[config.mk]
export PLATFORM = sky130hd
export DESIGN_NAME = ad9516_cfg_sequencer
export DESIGN_NICKNAME = d
export VERILOG_FILES = /design/src/rtl/ad9516_pkg.sv /design/src/rtl/ad9516_cfg_sequencer_rise_edge_pulse.sv /design/src/rtl/ad9516_cfg_sequencer.sv
export SDC_FILE = /design/constraint.sdc
export NUM_CORES = 1
export LEC_CHECK = 0
export ABC_AREA = 1
export BUFFER_PORTS_ARGS = -buffer_cell sky130_fd_sc_hd__buf_4
export CAP_MARGIN = 30
export CORE_ASPECT_RATIO = 0.5
export CORE_MARGIN = 1.5
export CORE_UTILIZATION = 45
export DETAILED_ROUTE_END_ITERATION = 12
export PLACE_DENSITY = 0.66
export SYNTH_ARGS = -nofsm -noshare
export SYNTH_HDL_FRONTEND = slang
export SYNTH_SLANG_ARGS = --single-unit
[constraint.sdc]
create_clock -name clk -period 2.05 [get_ports clk]
set_input_delay 0.5125 -clock clk [delete_from_list [all_inputs] [get_ports clk]]
set_output_delay 0.5125 -clock clk [all_outputs]
set_load 0.03 [all_outputs]
[src/rtl/ad9516_pkg.sv]
// ad9516_pkg
//   Shared definitions for the AD9516 power-up configuration sequencer:
//   sequencer state encoding, 24-bit SPI word field positions, default
//   timing constants and a counter-width helper.
package ad9516_pkg;

    typedef enum logic [3:0] {
        IDLE,
        POR_WAIT,
        RD_ROM,
        WAIT_ROM,
        SPI_WAIT,
        NEXT,
        LOCK_WAIT,
        DONE,
        ERR
    } cfg_state_e;

    // AD9516 SPI write word: [23:8] instruction (R/W, W1:W0, A12:A0), [7:0] data
    localparam int INSTR_MSB = 23;
    localparam int INSTR_LSB = 8;
    localparam int DATA_MSB  = 7;

    localparam int DEF_REG_NUM          = 64;
    localparam int DEF_ADDR_W           = 6;
    localparam int DEF_POR_WAIT_CYC     = 1000;
    localparam int DEF_LOCK_TIMEOUT_CYC = 1000000;
    localparam int DEF_RETRY_MAX        = 3;

    // Bits needed to count 0..n-1; never narrower than one bit.
    function automatic int cnt_width(input int n);
        return (n > 2) ? $clog2(n) : 1;
    endfunction

endpackage

[src/rtl/ad9516_cfg_sequencer_rise_edge_pulse.sv]
// rise_edge_pulse
//   One-cycle pulse on each rising edge of a signal that is already
//   synchronous to clk.
//   clk       : system clock
//   rst_n     : synchronous reset, active-low
//   sig_in    : level input (synchronous)
//   pulse_out : high for the single cycle where sig_in is 1 and was 0
module rise_edge_pulse
    import ad9516_pkg::*;
(
    input  logic clk,
    input  logic rst_n,
    input  logic sig_in,
    output logic pulse_out
);

    logic sig_d1_d;
    logic sig_d1_q;

    always_comb begin
        sig_d1_d = sig_in;
    end

    always_ff @(posedge clk) begin
        if (!rst_n) begin
            sig_d1_q <= 1'b0;
        end else begin
            sig_d1_q <= sig_d1_d;
        end
    end

    assign pulse_out = sig_in & ~sig_d1_q;

endmodule

[src/rtl/ad9516_cfg_sequencer.sv]
// ad9516_cfg_sequencer
//   Power-up configuration sequencer for the AD9516 clock chip. A rising
//   edge on cfg_start walks REG_NUM entries of an external synchronous ROM
//   and hands each 24-bit word to an SPI master (req/ack). After the last
//   write it waits for PLL lock; on timeout it re-runs the whole table up to
//   RETRY_MAX times before flagging an error.
//   clk, rst_n            : clock, synchronous active-low reset
//   cfg_start             : start request, only its rising edge acts
//   rom_addr / rom_data   : table read port, data valid one cycle after addr
//   spi_req / spi_wdata   : write request, word held stable while req=1
//   spi_ack               : one-cycle transfer-complete pulse
//   pll_lock              : asynchronous LD/STATUS pin
//   cfg_busy/done/err     : run status (done/err sticky until next start)
//   retry_cnt             : lock-timeout retries consumed in this run
//   lock_sync             : synchronized pll_lock (live status)
module ad9516_cfg_sequencer
    import ad9516_pkg::*;
#(
    parameter int REG_NUM          = DEF_REG_NUM,
    parameter int ADDR_W           = DEF_ADDR_W,
    parameter int POR_WAIT_CYC     = DEF_POR_WAIT_CYC,
    parameter int LOCK_TIMEOUT_CYC = DEF_LOCK_TIMEOUT_CYC,
    parameter int RETRY_MAX        = DEF_RETRY_MAX
) (
    input  logic              clk,
    input  logic              rst_n,
    input  logic              cfg_start,
    output logic [ADDR_W-1:0] rom_addr,
    input  logic [23:0]       rom_data,
    output logic              spi_req,
    output logic [23:0]       spi_wdata,
    input  logic              spi_ack,
    input  logic              pll_lock,
    output logic              cfg_busy,
    output logic              cfg_done,
    output logic              cfg_err,
    output logic [1:0]        retry_cnt,
    output logic              lock_sync
);

    localparam int POR_W = cnt_width(POR_WAIT_CYC);
    localparam int TMO_W = cnt_width(LOCK_TIMEOUT_CYC);

    localparam logic [POR_W-1:0]  POR_LAST  = POR_W'(POR_WAIT_CYC - 1);
    localparam logic [TMO_W-1:0]  TMO_LAST  = TMO_W'(LOCK_TIMEOUT_CYC - 1);
    localparam logic [ADDR_W-1:0] ADDR_LAST = ADDR_W'(REG_NUM - 1);
    localparam logic [1:0]        RETRY_LIM = 2'(RETRY_MAX);

    cfg_state_e        state_d,     state_q;
    logic [ADDR_W-1:0] addr_d,      addr_q;
    logic [POR_W-1:0]  por_cnt_d,   por_cnt_q;
    logic [TMO_W-1:0]  tmo_cnt_d,   tmo_cnt_q;
    logic [1:0]        retry_d,     retry_q;
    logic              spi_req_d,   spi_req_q;
    logic [23:0]       spi_wdata_d, spi_wdata_q;
    logic              busy_d,      busy_q;
    logic              done_d,      done_q;
    logic              err_d,       err_q;
    logic              lock_s1_d,   lock_s1_q;
    logic              lock_s2_d,   lock_s2_q;

    logic start_pls;

    rise_edge_pulse u_start_edge (
        .clk       (clk),
        .rst_n     (rst_n),
        .sig_in    (cfg_start),
        .pulse_out (start_pls)
    );

    always_ff @(posedge clk) begin
        if (!rst_n) begin
            state_q     <= IDLE;
            addr_q      <= '0;
            por_cnt_q   <= '0;
            tmo_cnt_q   <= '0;
            retry_q     <= '0;
            spi_req_q   <= 1'b0;
            spi_wdata_q <= '0;
            busy_q      <= 1'b0;
            done_q      <= 1'b0;
            err_q       <= 1'b0;
            lock_s1_q   <= 1'b0;
            lock_s2_q   <= 1'b0;
        end else begin
            state_q     <= state_d;
            addr_q      <= addr_d;
            por_cnt_q   <= por_cnt_d;
            tmo_cnt_q   <= tmo_cnt_d;
            retry_q     <= retry_d;
            spi_req_q   <= spi_req_d;
            spi_wdata_q <= spi_wdata_d;
            busy_q      <= busy_d;
            done_q      <= done_d;
            err_q       <= err_d;
            lock_s1_q   <= lock_s1_d;
            lock_s2_q   <= lock_s2_d;
        end
    end

    always_comb begin
        state_d     = state_q;
        addr_d      = addr_q;
        por_cnt_d   = por_cnt_q;
        tmo_cnt_d   = tmo_cnt_q;
        retry_d     = retry_q;
        spi_req_d   = spi_req_q;
        spi_wdata_d = spi_wdata_q;
        busy_d      = busy_q;
        done_d      = done_q;
        err_d       = err_q;
        lock_s1_d   = pll_lock;
        lock_s2_d   = lock_s1_q;

        case (state_q)
            // Start edges are only honoured when no run is in flight.
            IDLE, DONE, ERR: begin
                if (start_pls) begin
                    done_d    = 1'b0;
                    err_d     = 1'b0;
                    retry_d   = '0;
                    busy_d    = 1'b1;
                    por_cnt_d = '0;
                    state_d   = POR_WAIT;
                end
            end

            POR_WAIT: begin
                if (por_cnt_q == POR_LAST) begin
                    addr_d  = '0;
                    state_d = RD_ROM;
                end else begin
                    por_cnt_d = por_cnt_q + 1'b1;
                end
            end

            // rom_addr follows addr_q continuously; this cycle presents it
            // to the ROM, whose registered output is valid in WAIT_ROM.
            RD_ROM: begin
                state_d = WAIT_ROM;
            end

            WAIT_ROM: begin
                spi_wdata_d = {rom_data[INSTR_MSB:INSTR_LSB], rom_data[DATA_MSB:0]};
                spi_req_d   = 1'b1;
                state_d     = SPI_WAIT;
            end

            // No ack timeout: the SPI master is trusted to finish.
            SPI_WAIT: begin
                if (spi_ack) begin
                    spi_req_d = 1'b0;
                    state_d   = NEXT;
                end
            end

            NEXT: begin
                if (addr_q == ADDR_LAST) begin
                    tmo_cnt_d = '0;
                    state_d   = LOCK_WAIT;
                end else begin
                    addr_d  = addr_q + 1'b1;
                    state_d = RD_ROM;
                end
            end

            // Lock is tested before the timeout so a coincident lock wins.
            LOCK_WAIT: begin
                if (lock_s2_q) begin
                    done_d  = 1'b1;
                    busy_d  = 1'b0;
                    state_d = DONE;
                end else if (tmo_cnt_q == TMO_LAST) begin
                    if (retry_q < RETRY_LIM) begin
                        retry_d   = retry_q + 1'b1;
                        por_cnt_d = '0;
                        state_d   = POR_WAIT;
                    end else begin
                        err_d   = 1'b1;
                        busy_d  = 1'b0;
                        state_d = ERR;
                    end
                end else begin
                    tmo_cnt_d = tmo_cnt_q + 1'b1;
                end
            end

            default: begin
                state_d = IDLE;
            end
        endcase
    end

    assign rom_addr  = addr_q;
    assign spi_req   = spi_req_q;
    assign spi_wdata = spi_wdata_q;
    assign cfg_busy  = busy_q;
    assign cfg_done  = done_q;
    assign cfg_err   = err_q;
    assign retry_cnt = retry_q;
    assign lock_sync = lock_s2_q;

endmodule

# Yosys cells after proc, flatten, opt, wreduce, memory -nomap -nowiden
# Index checks and enable logic that the tools add are counted.
# totals
register_bits	73
latch_bits	0
ram_bits	0
mem_bits_ro	0
inputBits	29
out_inout_bits	37
word_cells	101
n_memories	0
# classes
add_sub_neg	4
n_mul	0
div	0
magnitude_cmp	1
n_eq_ne	25
shift	0
muxes	40
n_bitwise	2
n_reduce_logical	16
# ops
cell	n
20-bit 2-to-1 mux	3
10-bit 2-to-1 mux	5
20-bit case mux with 2 select lines	1
10-bit case mux with 3 select lines	1
4-bit case mux with 7 select lines	1
4-bit 2-to-1 mux	6
2-bit != test (second input constant)	12
20-bit by 1-bit adder with 20-bit output (second input constant)	1
20-bit equality test (second input constant)	1
4-bit by 3-bit equality test with 1-bit output (second input constant)	4
6-bit 2-to-1 mux	2
6-bit case mux with 2 select lines	1
4-bit AND reduction	3
10-bit by 1-bit adder with 10-bit output (second input constant)	1
10-bit equality test (second input constant)	1
1-bit 2-to-1 mux	10
5-bit AND reduction	2
4-bit by 2-bit equality test with 1-bit output (second input constant)	2
2-bit 2-to-1 mux	4
1-bit case mux with 2 select lines	4
2-bit nonzero test	4
6-bit by 1-bit adder with 6-bit output (second input constant)	1
6-bit equality test (second input constant)	1
3-bit != test (second input constant)	2
14 further kinds	15

# Longest topological paths before layout
# logic_depth
ltp_word	5
mapped_depth	11

# Modules after synthesis
# From an unflattened synthesis, not the netlist that was laid out.
# hier_totals
cells_unflattened	570
hier_area_um2	3796.1
# modules_own_cells
module	n_inst	cells_per_inst	area_each_um2	seq_area_each_um2
ad9516_cfg_sequencer	1	565	3758.6	1441.4
rise_edge_pulse	1	5	37.5	20.0

# Worst setup path after synthesis
# OpenSTA, ideal clock, no wires.
# synth_path
kind	register -> register
from	reg addr_q[0] (netlist: rom_addr[0])
to	reg tmo_cnt_q[13]
setup_ns	0.068
t_arrival_ns	1.835
required_time_ns	1.982
setup_slack_ns	0.147
stages_incl_launch_ff	11
path_buffers	1
period_less_slack_ns	1.903
cell_sequence	dfxtp_1 -> ha_1 -> nand2_1 -> nor2_1 -> nand3_4 -> nand2_4 -> nand3_4 -> inv_4 -> buf_12 -> nand2_2 -> a21oi_2
# synth_via
elab_chain_cells	3
# synth_rtl
element	line	rtl
from (decl)	ad9516_cfg_sequencer.sv:50	logic [ADDR_W-1:0] addr_d, addr_q;
from (signal assigned)	ad9516_cfg_sequencer.sv:87	addr_q <= addr_d;
6-bit equality test	ad9516_cfg_sequencer.sv:158	if (addr_q == ADDR_LAST) begin
2-bit != test (no line)	-	
4-bit AND reduction (no line)	-	
to (signal assigned)	ad9516_cfg_sequencer.sv:89	tmo_cnt_q <= tmo_cnt_d;
to (decl)	ad9516_cfg_sequencer.sv:52	logic [TMO_W-1:0] tmo_cnt_d, tmo_cnt_q;
# Every way passes these cells.
# A chain may end at the register's enable or synchronous reset.

# Worst setup path in the final report
# layout_path
from	reg por_cnt_q[0]
to	reg addr_q[3] (netlist: rom_addr[3])
# layout_via
elab_chain_cells	3
# layout_rtl
element	line	rtl
from (decl)	ad9516_cfg_sequencer.sv:51	logic [POR_W-1:0] por_cnt_d, por_cnt_q;
from (signal assigned)	ad9516_cfg_sequencer.sv:88	por_cnt_q <= por_cnt_d;
10-bit equality test	ad9516_cfg_sequencer.sv:129	if (por_cnt_q == POR_LAST) begin
2-bit != test (no line)	-	
3-bit AND reduction (no line)	-	
# Every way passes these cells.

==> results.md <==
- Switch Pwr: 1.67 mW
- Rel. slew slack: 0.732
- Input/output buffers: 65
- Fin Hold WS: 0.357 ns
- Final Max Tran Viols: 0
- CTS Hold Bufs: 0
- Synth area leader: dfxtp_1
- Detail Route Antenna Nets: 0
- Peak VDD IR: 515 uV
- Io pins: 66
- # clock sinks: 73
- Worst Hold Class: input port to flip-flop
- Setup violators final: 0
- Worst path slowest cell: dfxtp_1
- Share of layout cells above drive strength 1: 0.215
- Hold EP: lock_s1_q
- Commonest non-fill, non-tap cells in the layout: 135 x nand2_1, 130 x nor2_1, 85 x buf_4, 73 x dfxtp_1, 52 x inv_1
- Synth-to-layout area growth: 28.0%
- Vias in the first global route: 3334
- TNS Setup: 0 ns
- Yosys cell types: 40
- CTS buffer count: 9
- Mapped Nets: 604
- FF-to-FF End: rom_addr[3]
- Mean Syn Cell Area: 6.68 um2
- Worst skew pair latency: 0.34 ns
- LEAKAGE: 2.12 nW
- Combinational share of power: 0.289
- Share of the synthesized area in the top cell type: 0.383
- CP peak stage delay: 0.39 ns
- NumNets Final: 685
- Cells on worst reg2reg path: 10
- FF-to-FF Start: por_cnt_q[0]
- Crit path DAT: 2.16 ns
- Synth warn: 0
- Root buf cell: clkbuf_16
- Starting Density: 0.470
- Routed wire length: 9350 um
- Pre-Repair DR Iteration Count: 4
- Final Hold Fails: 0
- HPWL Detailed: 6700 um
- Worst setup EP type: flip-flop
- Delay-heaviest family, CP: simple AND/OR/NAND/NOR gates
- Reg clk slew, reported paths: 0.06 ns
- Most area-consuming cells after synthesis: dfxtp_1 38%, nand2_1 13%, nor2_1 13%
- Die W: 133 um
- Final Critical Period: 1.89 ns
- Crit Path Category: flip-flop to flip-flop
- Cts repair resizes: 0
- Clock share of power: 0.382
- Synthesized flop and latch total: 73
- Mapped Area: 3810 um2
- Crit-path max FO: 5
- # Post-CTS Setup Buffers: 0
- RePlAce Congestion: 0.911
- Global-route wire length before repair: 15900 um
- Die Area: 9070 um2
- N_diodes: 0
- Hold Path Stages: 3
- Switching share of power: 0.329
- Sequential share of power: 0.329
- CP cell instances: ha_1 -> nand2_1 -> inv_1 -> nand3_1 -> o21ai_1 -> nand2_1 -> buf_4 -> nor2_1 -> nand2_1 -> a21oi_1
- Reg-to-reg setup timing slack: 0.16 ns
- Core Region: 8120 um2
- Drt wl/cell: 12.2 um
- Fmax: 529 MHz
- Grt ovf: 0
- Max-Cap Viols: 0
- Internal power: 3.40 mW
- CTS tree: yes
- Status: finished clean
- Slew at the pin with the worst max-slew slack: 0.399 ns
- Iteration-0 DRC Markers: 146
- DR vias/cell: 4.86
- PwrDens: 1040 nW/um2
- Buf/Inv on CP: 2
- # DRC: 0
- Final Skew: 0.00742 ns
- Rows: 23
- Asr flop ratio synth: 0
- Sequential share of the synthesized area: 0.383
- Clk buf depth: 2
- GRT Total Usage: 0.224
- Number of flops mapped to enable cells by yosys: 0
- Largest net degree at the start of global routing: 32
- Min-delay src: pll_lock
- H-tree Lvls: 3
- Antenna violations before repair: 0
- Ys flop type: dfxtp_1
- Commonest non-fill, non-tap cell in the layout: nand2_1
- Crit share post-route: 0.922
- Die Height: 68.1 um
- Unrepaired setup endpoints after global routing: no
- Top cell by count, worst path: nand2_1
- Gate Count Post-Synth: 571
- Crit start category: flip-flop
- Via Count: 3735
- Critical Path RT: 2.32 ns
## power by group through the flow
stage               Combinational [mW]  Clock, mW  Sequential [mW]
detailed placement                1.44          0             1.70
global route                      1.64       2.05             1.69
floorplan                        0.795          0             1.90
CTS                               1.45       1.98             1.67
finish                            1.46       1.94             1.67
global placement                  1.43          0             1.70
## through the flow
stage           util  power (mW)  cells  instance area [um2]  setup slack [ns]
2_1_floorplan      -        2.70    571                 3810             0.147
3_3_place_gp   0.554        3.12    753                 4490             0.123
3_5_place_dp   0.554        3.14    753                 4490             0.101
6_report       0.601        5.07    769                 4880             0.160
4_1_cts        0.599        5.10    769                 4860            0.0742
5_1_grt        0.601        5.39    769                 4880         0.0000662
## worst max-delay path by stage
stage                       from       endpoint  slack (ns)  depth (start not counted)
floorplan            rom_addr[0]  tmo_cnt_q[13]        0.15                         10
detailed placement   rom_addr[1]  tmo_cnt_q[10]        0.10                          9
CTS                  rom_addr[1]  tmo_cnt_q[10]        0.07                          9
global route        por_cnt_q[0]   por_cnt_q[7]     0.00007                          9
finish              por_cnt_q[0]    rom_addr[3]        0.16                         10
global placement     rom_addr[1]   tmo_cnt_q[9]        0.12                         10
## area by class of cell
cell class / count / area, um2
inverters: 57 / 221
clock inverters: 6 / 138
clock buffers: 10 / 229
repair buffers: 85 / 638
flip-flops and latches: 73 / 1460
well taps: 112 / 140
fillers: 794 / 3230
multi-input cells: 426 / 2050
## tightest hold or removal path, delay by kind of cell
kind                   cells  cell delay (ns)
buffers and inverters      2             0.12
and+or+nand+nor            1             0.04
## logic make-up (layout without fill, tap and decap cells)
kind of cell / Yosys count / count (layout) / share of synthesized area
fa+ha+maj: 4 / 4 / 0.0131
simple gates: 337 / 337 / 0.386
xor+xnor: 8 / 8 / 0.0184
flops: 73 / 73 / 0.383
compound gates: 77 / 77 / 0.115
buf+inv: 72 / 158 / 0.0843
## cell usage after synthesis, types with 2 or more instances
| cell | count |
|---|---|
| nand3_1 | 23 |
| nor2_4 | 2 |
| nand3_4 | 2 |
| a21oi_2 | 9 |
| nand4_1 | 17 |
| clkbuf_1 | 10 |
| xor2_1 | 7 |
| nand2_1 | 135 |
| nand2_4 | 2 |
| nor2_1 | 132 |
| ha_1 | 4 |
| o21ai_1 | 2 |
| a31oi_1 | 2 |
| or2_2 | 4 |
| nor3_1 | 4 |
| inv_2 | 2 |
| nand2_2 | 9 |
| buf_6 | 3 |
| a21oi_1 | 27 |
| o21ai_0 | 32 |
| inv_1 | 52 |
| dfxtp_1 | 73 |
## layer usage
| metal | share of wire | track usage |
|---|---|---|
| met5 | 0 | 0 |
| met2 | 0.40 | 0.346 |
| met1 | 0.53 | 0.304 |
| met3 | 0.051 | 0.0652 |
| met4 | 0.014 | 0.0761 |
## state kept, by name, summed over array words and instances, names as in the netlist
register,count
por_cnt_q,10
retry_cnt,2
cfg_err,1
state_q,4
tmo_cnt_q,20
spi_wdata,24
lock_s1_q,1
rom_addr,6
cfg_busy,1
cfg_done,1
lock_sync,1
u_start_edge.sig_d1_q,1
spi_req,1
(Power assumes the default switching activity.)
